### src/rtl/ifid_hazard_latch.sv
// ifid_hazard_latch: IF/ID pipeline register with fetch-side hazard handling (optional stall counter under IFID_STALL_CNT_EN)
module ifid_hazard_latch #(
    parameter logic [15:0] NOP_INSTR  = 16'h0800,
    parameter logic [15:0] HALT_INSTR = 16'h0000
) (
    input  logic        clk,
    input  logic        rst,
    input  logic        stall,
    input  logic        flush,
    input  logic        imem_stall,
    input  logic [15:0] instr_in,
    input  logic [15:0] pc_inc_in,
    output logic [15:0] instr_out,
    output logic [15:0] pc_inc_out,
    output logic        valid_out,
    output logic        pc_en,
    output logic        bubble,
    output logic [15:0] stall_cnt
);
    typedef enum logic [1:0] {RUN, WAIT_MEM, KILL, HALTED} state_t;

    state_t      r_state;
    state_t      w_state_nxt;
    logic [15:0] r_instr;
    logic [15:0] r_pc_inc;
    logic        r_valid;
    logic        w_fetch;

    // fetch acceptance, PC enable, bubble request and next-state selection by input priority
    always_comb begin
        w_fetch     = !flush && !stall && !imem_stall && (r_state == RUN || r_state == WAIT_MEM);
        pc_en       = !rst && (flush || w_fetch);
        bubble      = !rst && !flush && stall;
        w_state_nxt = flush      ? (imem_stall ? KILL : RUN) :
                      stall      ? r_state :
                      imem_stall ? ((r_state == KILL || r_state == HALTED) ? r_state : WAIT_MEM) :
                      w_fetch    ? ((instr_in == HALT_INSTR) ? HALTED : RUN) :
                      (r_state == KILL) ? RUN : r_state;
    end

    // pipeline register: holds on stall, otherwise loads the fetched instruction or a NOP
    always_ff @(posedge clk) begin
        if (rst) begin
            r_state  <= RUN;
            r_instr  <= NOP_INSTR;
            r_pc_inc <= 16'h0000;
            r_valid  <= 1'b0;
        end else begin
            r_state <= w_state_nxt;
            if (flush || !stall) begin
                r_instr <= w_fetch ? instr_in : NOP_INSTR;
                r_valid <= w_fetch;
            end
            if (w_fetch) r_pc_inc <= pc_inc_in;
        end
    end

    assign instr_out  = r_instr;
    assign pc_inc_out = r_pc_inc;
    assign valid_out  = r_valid;

`ifdef IFID_STALL_CNT_EN
    logic [15:0] r_stall_cnt;
    // saturating count of cycles lost to decode or memory stalls
    always_ff @(posedge clk) begin
        if (rst) r_stall_cnt <= 16'h0000;
        else if (!flush && (stall || imem_stall) && r_stall_cnt != 16'hFFFF) r_stall_cnt <= r_stall_cnt + 16'h0001;
    end
    assign stall_cnt = r_stall_cnt;
`else
    assign stall_cnt = 16'h0000;
`endif
endmodule

### config.mk
export PLATFORM = sky130hd
export DESIGN_NAME = ifid_hazard_latch
export DESIGN_NICKNAME = d
export VERILOG_FILES = /design/src/rtl/ifid_hazard_latch.sv
export SDC_FILE = /design/constraint.sdc
export NUM_CORES = 1
export LEC_CHECK = 0
export CORE_MARGIN = 5
export CORE_UTILIZATION = 35
export CTS_CLUSTER_SIZE = 12
export DETAILED_ROUTE_END_ITERATION = 7
export PLACE_DENSITY = 0.82
export SLEW_MARGIN = 40
export SYNTH_ARGS = -nofsm -noshare
export SYNTH_HDL_FRONTEND = slang
export SYNTH_SLANG_ARGS = --single-unit
### constraint.sdc
create_clock -name clk -period 1.6 [get_ports clk]
set_input_delay 0.24 -clock clk [delete_from_list [all_inputs] [get_ports clk]]
set_output_delay 0.24 -clock clk [all_outputs]
set_load 0.05 [all_outputs]
Word-level counts from Yosys, hierarchy flattened
Cells that the tools add are included.
Storage, ports and cells
  register bits: 35
  output and inout bits: 51
  logic and storage cells: 36
  input bits: 37
Cells by class
  reductions and logical operators: 18
  equal/unequal tests: 5
  multiplexer cells: 9
Operator list (count)
  zero test 16 bit: 1
  two-way mux 16 bit: 1
  two-way mux 2 bit: 8
  logical AND 1 bit: 6
  == test 2 bit, second input constant: 2
  zero test 1 bit: 4
  logical OR 1 bit: 4
  nonzero test 4 bit: 1
  != test 3 bit, second input constant: 1
  AND reduction 3 bit: 1
  == test 2 x 1 -> 1 bit, second input constant: 1
  zero test 2 bit: 1
  != test 2 x 1 -> 1 bit, second input constant: 1

Longest topological paths before layout
Gate-level depths: netlist (run 1).
  word-level depth: 8
  depth in mapped cells: 6

Least setup slack after synthesis (run 1)
OpenSTA, ideal clock, no wires.
  path kind: register to output
  from: register r_state[1]
  to: output pc_en
  slack: -404 ps
  path buffers: 1
  stages on the path, launching flop included: 5
  data required time: 1360 ps
  arrival: 1764 ps
  cells stage by stage: dfxtp_1 -> nor4_4 -> clkbuf_1 -> nor2_1 -> nor2_1
On the way
  cells in the longest elaborated chain, start to end: 5
RTL lines
  from (decl): RTL line 22  | state_t r_state;
  from (signal assigned): RTL line 49  | r_state <= w_state_nxt;
  == test 2 x 1 -> 1 bit / zero test 2 bit (equally long branches): RTL line 31  | w_fetch = !flush && !stall && !imem_stall && (r_state == RUN || r_state == WAIT_MEM);
  logical OR 1 bit (*): RTL line 31
  logical AND 1 bit (*): RTL line 31
  logical OR 1 bit (*): RTL line 32  | pc_en = !rst && (flush || w_fetch);
  logical AND 1 bit (*): RTL line 32
  to (decl): RTL line 16  | output logic pc_en,
Mark *: on every way between the ends. The rest lies on a longest branch, timed or not.

Worst setup path in the final report (run 1)
  from: input imem_stall
  to: output pc_en
On the way
  cells in the longest elaborated chain, start to end: 5
RTL lines
  from (decl): RTL line 10  | input logic imem_stall,
  zero test 1 bit: RTL line 31
  logical AND 1 bit (2 in a row): RTL line 31
  logical OR 1 bit: RTL line 32
  logical AND 1 bit: RTL line 32
Every way passes these cells.

==> results.sh, run 1 <==
export IMPL_drt_iter0_markers=42
export IMPL_finish_utilization_pct=58.2
export IMPL_die_h_um=73.3
export IMPL_end_kind="output pin"
export IMPL_dp_hpwl_um=3000
export IMPL_ys_ff_latch=35
export IMPL_period_needed_ps=1540
export IMPL_cts_hold_buf=0
export IMPL_fp_row_count=23
export IMPL_grt_use_met1_pct=16.1
export IMPL_cts_root_buf="clkbuf_8"
export IMPL_status="finished, final reports clean"
export IMPL_ant_nets=0
export IMPL_clock_sinks=35
export IMPL_synth_seq_area_share_pct=49.9
export IMPL_hold_class="in -> reg"
export IMPL_htreeDepth=2
export IMPL_grt_met3_usage_pct=5.88
export IMPL_vias=1359
export IMPL_pwr_share_seq_pct=44.8
export IMPL_final_area_um2=2290
export IMPL_max_freq_mhz=651
export IMPL_combPwrFrac_pct=21.6
export IMPL_finalWirelength_um=3790
export IMPL_antenna_cells=0
export IMPL_timing_final_crit_share_pct=96.0
export IMPL_fin_ws_ps=64.1
export IMPL_synth_cell_types=24
export IMPL_muxShareOfSynthArea_pct=0
export IMPL_ir_worst_vdd_mv=0.475
export IMPL_p_int_mw=1.46
export IMPL_grt_pass1_vias=1262
export IMPL_ios=88
export IMPL_postSynthCellCount=148
export IMPL_p_total_mw=2.03
export IMPL_yosys_area_share_simple_pct=16.9
export IMPL_drv_slew=0
export IMPL_crit_arrival_ps=1300
export IMPL_setup_viol=0
export IMPL_cap_viol_max_count=0
export IMPL_synth_xor_area_share_pct=0.624
export IMPL_busiest_layer="met2"
export IMPL_power_switching_uw=571
export IMPL_vias_per_cell=4.70
export IMPL_gp_congestion=0.718
export IMPL_synth_avg_cell_area_um2=9.49
export IMPL_synthAdderAreaFrac_pct=0
export IMPL_start_kind="primary input"
export IMPL_die_x_um=73.3
export IMPL_netlist_area_leader_share_pct=49.9
export IMPL_dr_pass1_iters=4
export IMPL_synth_flop_cell="dfxtp_1"
export IMPL_grt_total_usage_pct=13.9
export IMPL_switching_share_pct=28.1
export IMPL_synth_top_family_by_area="compound AO/OA/AOI/OAI gates"
export IMPL_rsz0062_at_grt="no"
export IMPL_skew_ps=3.06
export IMPL_hold_viol_final=0
export IMPL_synthToLayoutAreaGrowth_pct=63.5
export IMPL_fin_nets=275
export IMPL_grt_max_degree=17
export IMPL_dpl_cell_area_um2=2190
export IMPL_start_util_pct=35.6
export IMPL_crit_fanout=3
export IMPL_stdcell_count=289
export IMPL_grt_util_met2_pct=23.3
export IMPL_detail_route_wl_per_cell_um=13.1
export IMPL_path_clk_slew_ps=70
export IMPL_yosys_top_cells_area="dfxtp_1 50%, a22o_1 9.4%, buf_4 8.6%"
export IMPL_pre_cts_ws_ps=-280
export IMPL_p_per_area_nw_per_um2=887
export IMPL_fill_cells=358
export IMPL_power_leakage_nw=1.03
export IMPL_grt_pass1_wl_um=5730
export IMPL_synth_area_leader_cell="dfxtp_1"
export IMPL_cp_required_ps=1360
export IMPL_synth_edff_count=0
export IMPL_cts_tree="yes"
export IMPL_coreArea_um2=3940
export IMPL_cts_made_buffers=5
export IMPL_drc=0
export IMPL_yosysWarnings=0
export IMPL_drive_gt1_share_pct=30.1
export IMPL_clkLatencyLatePin_ps=280
export IMPL_clockPowerShare_pct=33.6
export IMPL_dieArea_um2=5380
export IMPL_dpl_cell_count=280
export IMPL_async_flop_share_pct=0
export IMPL_io_buffers=71
export IMPL_grt_antenna_before_repair=0
export IMPL_cts_max_path_buffers=2
export IMPL_grt_overflow=0
export IMPL_netlist_area_um2=1400
export IMPL_synth_compound_area_share_pct=19.4
export IMPL_path_class="in -> out"
[power groups by stage]
| stage | logic [mW] | registers, mW | clock network, mW |
|---|---|---|---|
| 2_1_floorplan | 0.197 | 1.01 | 0 |
| 3_3_place_gp | 0.434 | 0.930 | 0 |
| 3_5_place_dp | 0.438 | 0.931 | 0 |
| 4_1_cts | 0.439 | 0.912 | 0.700 |
| 5_1_grt | 0.461 | 0.914 | 0.743 |
| 6_report | 0.439 | 0.912 | 0.684 |
[path summary, 6_finish.rpt]
path / startpoint / to / slack, ps / cells after the start
setup / recovery: imem_stall / pc_en / 60 / 7
setup reg to reg: r_state[1]$_SDFFE_PP0P_ / instr_out[4]$_SDFFE_PP0P_ / 110 / 4
hold reg to reg: pc_inc_out[7]$_SDFFE_PP0P_ / pc_inc_out[7]$_SDFFE_PP0P_ / 450 / 2
hold / removal: flush / r_state[0]$_SDFFE_PP0P_ / 330 / 3
[per-stage QoR]
stage	hold slack [ps]	TNS (ps)
finish	330	0
floorplan	366	-69.9
global route	342	0
global placement	440	-7480
CTS	454	-31.4
detailed placement	441	-8420
[synthesized netlist by cell type, types with 2 or more instances]
| library cell | number |
|---|---|
| dfxtp_1 | 35 |
| nand3b_1 | 2 |
| nand2_1 | 32 |
| inv_1 | 2 |
| o41ai_2 | 2 |
| buf_4 | 16 |
| buf_6 | 2 |
| clkbuf_1 | 4 |
| a22o_1 | 15 |
| a21oi_1 | 18 |
| nor2_1 | 2 |
| buf_2 | 3 |
| nor4_1 | 4 |
[flip-flops by register name, indices dropped and copies added (netlist names)]
register and cells:
valid_out 1, r_state 2, instr_out 16, pc_inc_out 16
[final cells by class]
cell class | instances | area (µm²) | area share [%]
flip-flops and latches | 35 | 702 | 30.6
inverters | 2 | 7.51 | 0.327
repair buffers | 93 | 836 | 36.4
clock buffers | 8 | 100 | 4.36
well taps | 50 | 62.6 | 2.73
multi-input cells | 101 | 587 | 25.6
[layout by cell type, fill, tap and decap left out, types with 2 or more instances in the layout]
cell type	Yosys	routed
nor4_1	4	4
buf_4	16	52
nand2_1	32	32
a21oi_1	18	18
conb_1	1	16
clkbuf_8	0	7
inv_1	2	2
o41ai_2	2	2
buf_12	0	4
nand3b_1	2	2
clkdlybuf4s50_1	0	33
a22o_1	15	15
dfxtp_1	35	34
[layer usage]
metal  routed length, µm  up-vias
li1                    -      659
met5                   0        -
met3                 351        9
met4                  46        0
met1                1510      641
met2                1880       50
[worst max-delay path, stage by stage]
cell,delay (ps)
clkdlybuf4s15_1,200
buf_4,150
nor4_4,230
buf_4,160
nor2_1,50
nor2_4,120
buf_12,140
[what timing repair did]
item / 4_1_cts / 5_1_grt
pin swaps: 1 / 2
endpoints found under the setup margin: 2 / 1
resized for setup: 4 / 4
setup buffers: 1 / 0
cloned: 0 / 0
[logic make-up after synthesis]
group / after synthesis
flops: 35
compound gates: 38
simple gates: 46
buf+inv: 27
other cells: 1
xor+xnor: 1
(Power assumes the default switching activity.)
==> run 2: changes to the inputs <==
Settings changed: CTS_BUF_LIST from default to sky130_fd_sc_hd__clkbuf_2 sky130_fd_sc_hd__clkbuf_4 sky130_fd_sc_hd__clkbuf_8.
==> results.sh, run 2 (synthesis results as in run 1) <==
export IMPL_status="finished, final reports clean"
export IMPL_antenna_cells=0
export IMPL_io_buffers=71
export IMPL_crit_buf_inv=4
export IMPL_cts_made_buffers=5
export IMPL_switching_share_pct=27.9
export IMPL_drc=0
export IMPL_finalWirelength_um=3830
export IMPL_p_total_mw=2.05
export IMPL_die_x_um=73.3
export IMPL_ir_worst_vdd_mv=0.528
export IMPL_period_needed_ps=1540
export IMPL_fin_nets=275
export IMPL_grt_antenna_before_repair=0
export IMPL_path_clk_slew_ps=70
export IMPL_setup_viol=0
export IMPL_end_kind="output pin"
export IMPL_fin_ws_ps=65.0
export IMPL_ios=88
export IMPL_ant_nets=0
export IMPL_final_cell_mix="52 x buf_4, 34 x dfxtp_1, 33 x clkdlybuf4s50_1, 32 x nand2_1, 18 x a21oi_1"
export IMPL_slowest_delay_ps=230
export IMPL_hold_viol_final=0
export IMPL_hold_class="in -> reg"
export IMPL_start_util_pct=35.6
export IMPL_detail_route_wl_per_cell_um=13.3
export IMPL_drv_slew=0
export IMPL_crit_family="buffers and inverters"
export IMPL_max_freq_mhz=651
export IMPL_path_class="in -> out"
export IMPL_pwr_share_seq_pct=44.4
export IMPL_fp_row_count=23
export IMPL_clkLatencyLatePin_ps=280
export IMPL_rsz0062_at_grt="no"
export IMPL_p_int_mw=1.48
export IMPL_htreeDepth=2
export IMPL_grt_pass1_vias=1257
export IMPL_drive_gt1_share_pct=30.5
export IMPL_cts_tree="yes"
export IMPL_grt_overflow=0
export IMPL_dr_pass1_iters=4
export IMPL_cp_required_ps=1360
export IMPL_cap_viol_max_count=0
export IMPL_p_per_area_nw_per_um2=893
export IMPL_crit_slowest_cell="nor4_4"
export IMPL_dp_hpwl_um=3000
export IMPL_cp_cell_sequence="clkdlybuf4s15_1, buf_4, nor4_4, buf_4, nor2_1, nor2_4, buf_12"
export IMPL_cts_hold_buf=0
export IMPL_clock_sinks=35
export IMPL_grt_max_degree=17
export IMPL_start_kind="primary input"
export IMPL_cts_max_path_buffers=2
export IMPL_crit_top_cell="buf_4"
export IMPL_skew_ps=4.77
export IMPL_vias=1362
export IMPL_dieArea_um2=5380
export IMPL_gp_congestion=0.718
export IMPL_layout_commonest_cell="buf_4"
export IMPL_grt_total_usage_pct=13.9
export IMPL_cts_root_buf="clkbuf_8"
export IMPL_drt_iter0_markers=32
export IMPL_clockPowerShare_pct=34.2
export IMPL_die_h_um=73.3
export IMPL_timing_final_crit_share_pct=95.9
export IMPL_crit_fanout=3
export IMPL_combPwrFrac_pct=21.4
export IMPL_coreArea_um2=3940
export IMPL_vias_per_cell=4.71
export IMPL_pre_cts_ws_ps=-280
export IMPL_grt_pass1_wl_um=5710
export IMPL_synthToLayoutAreaGrowth_pct=63.7
export IMPL_power_leakage_nw=1.03
export IMPL_crit_arrival_ps=1300
export IMPL_power_switching_uw=574
run 2: cell count changes in the layout (fill, tap and decap cells not counted):
cell and change:
clkbuf_1 -1, clkbuf_4 +1
run 2: per-layer routing:
metal	up-vias	GRT usage, %	part of all wire [%]
met5	-	0	0
met4	0	4.23	1.1
met3	8	5.47	9.4
met2	53	23.2	49
met1	642	16.3	40
li1	659	-	-
run 2: cell type report:
type | instances | area [µm²]
fillers | 356 | 1640
repair buffers | 93 | 836
inverters | 2 | 7.51
clock buffers | 8 | 104
flip-flops and latches | 35 | 702
multi-input cells | 101 | 587
well taps | 50 | 62.6
run 2: power by group through the flow:
stage,registers (mW),logic (mW),clock network [mW]
2_1_floorplan,1.01,0.197,0
3_3_place_gp,0.930,0.434,0
3_5_place_dp,0.931,0.438,0
4_1_cts,0.912,0.439,0.718
5_1_grt,0.914,0.461,0.758
6_report,0.912,0.439,0.702
run 2: worst paths after layout:
kind                         startpoint                    endpoint  slack [ps]  depth (start not counted)
max                          imem_stall                       pc_en          60                          7
min                               flush     r_state[0]$_SDFFE_PP0P_         330                          3
max reg2reg     r_state[1]$_SDFFE_PP0P_  instr_out[13]$_SDFFE_PP0P_         110                          4
min reg2reg  pc_inc_out[7]$_SDFFE_PP0P_  pc_inc_out[7]$_SDFFE_PP0P_         450                          2
run 2: timing repair:
item / in CTS / in global routing
gates resized for setup: 4 / 4
setup endpoints to repair: 2 / 1
buffers inserted: 1 / 0
pin swaps: 1 / 2
run 2: worst min-delay path, cell delays in order:
cell,delay (ps)
clkbuf_2,100
buf_4,140
o41ai_2,80
run 2: stage by stage:
stage / util (%) / cells / setup TNS, ps / hold WS [ps] / area (µm²)
final: 58.3 / 289 / 0 / 327 / 2300
after CTS: 58.3 / 289 / -31.8 / 454 / 2300
after global placement: 55.5 / 280 / -7480 / 440 / 2190
after global routing: 58.3 / 289 / 0 / 345 / 2300
after floorplan: - / 163 / -69.9 / 366 / 1470
after detailed placement: 55.5 / 280 / -8420 / 441 / 2190
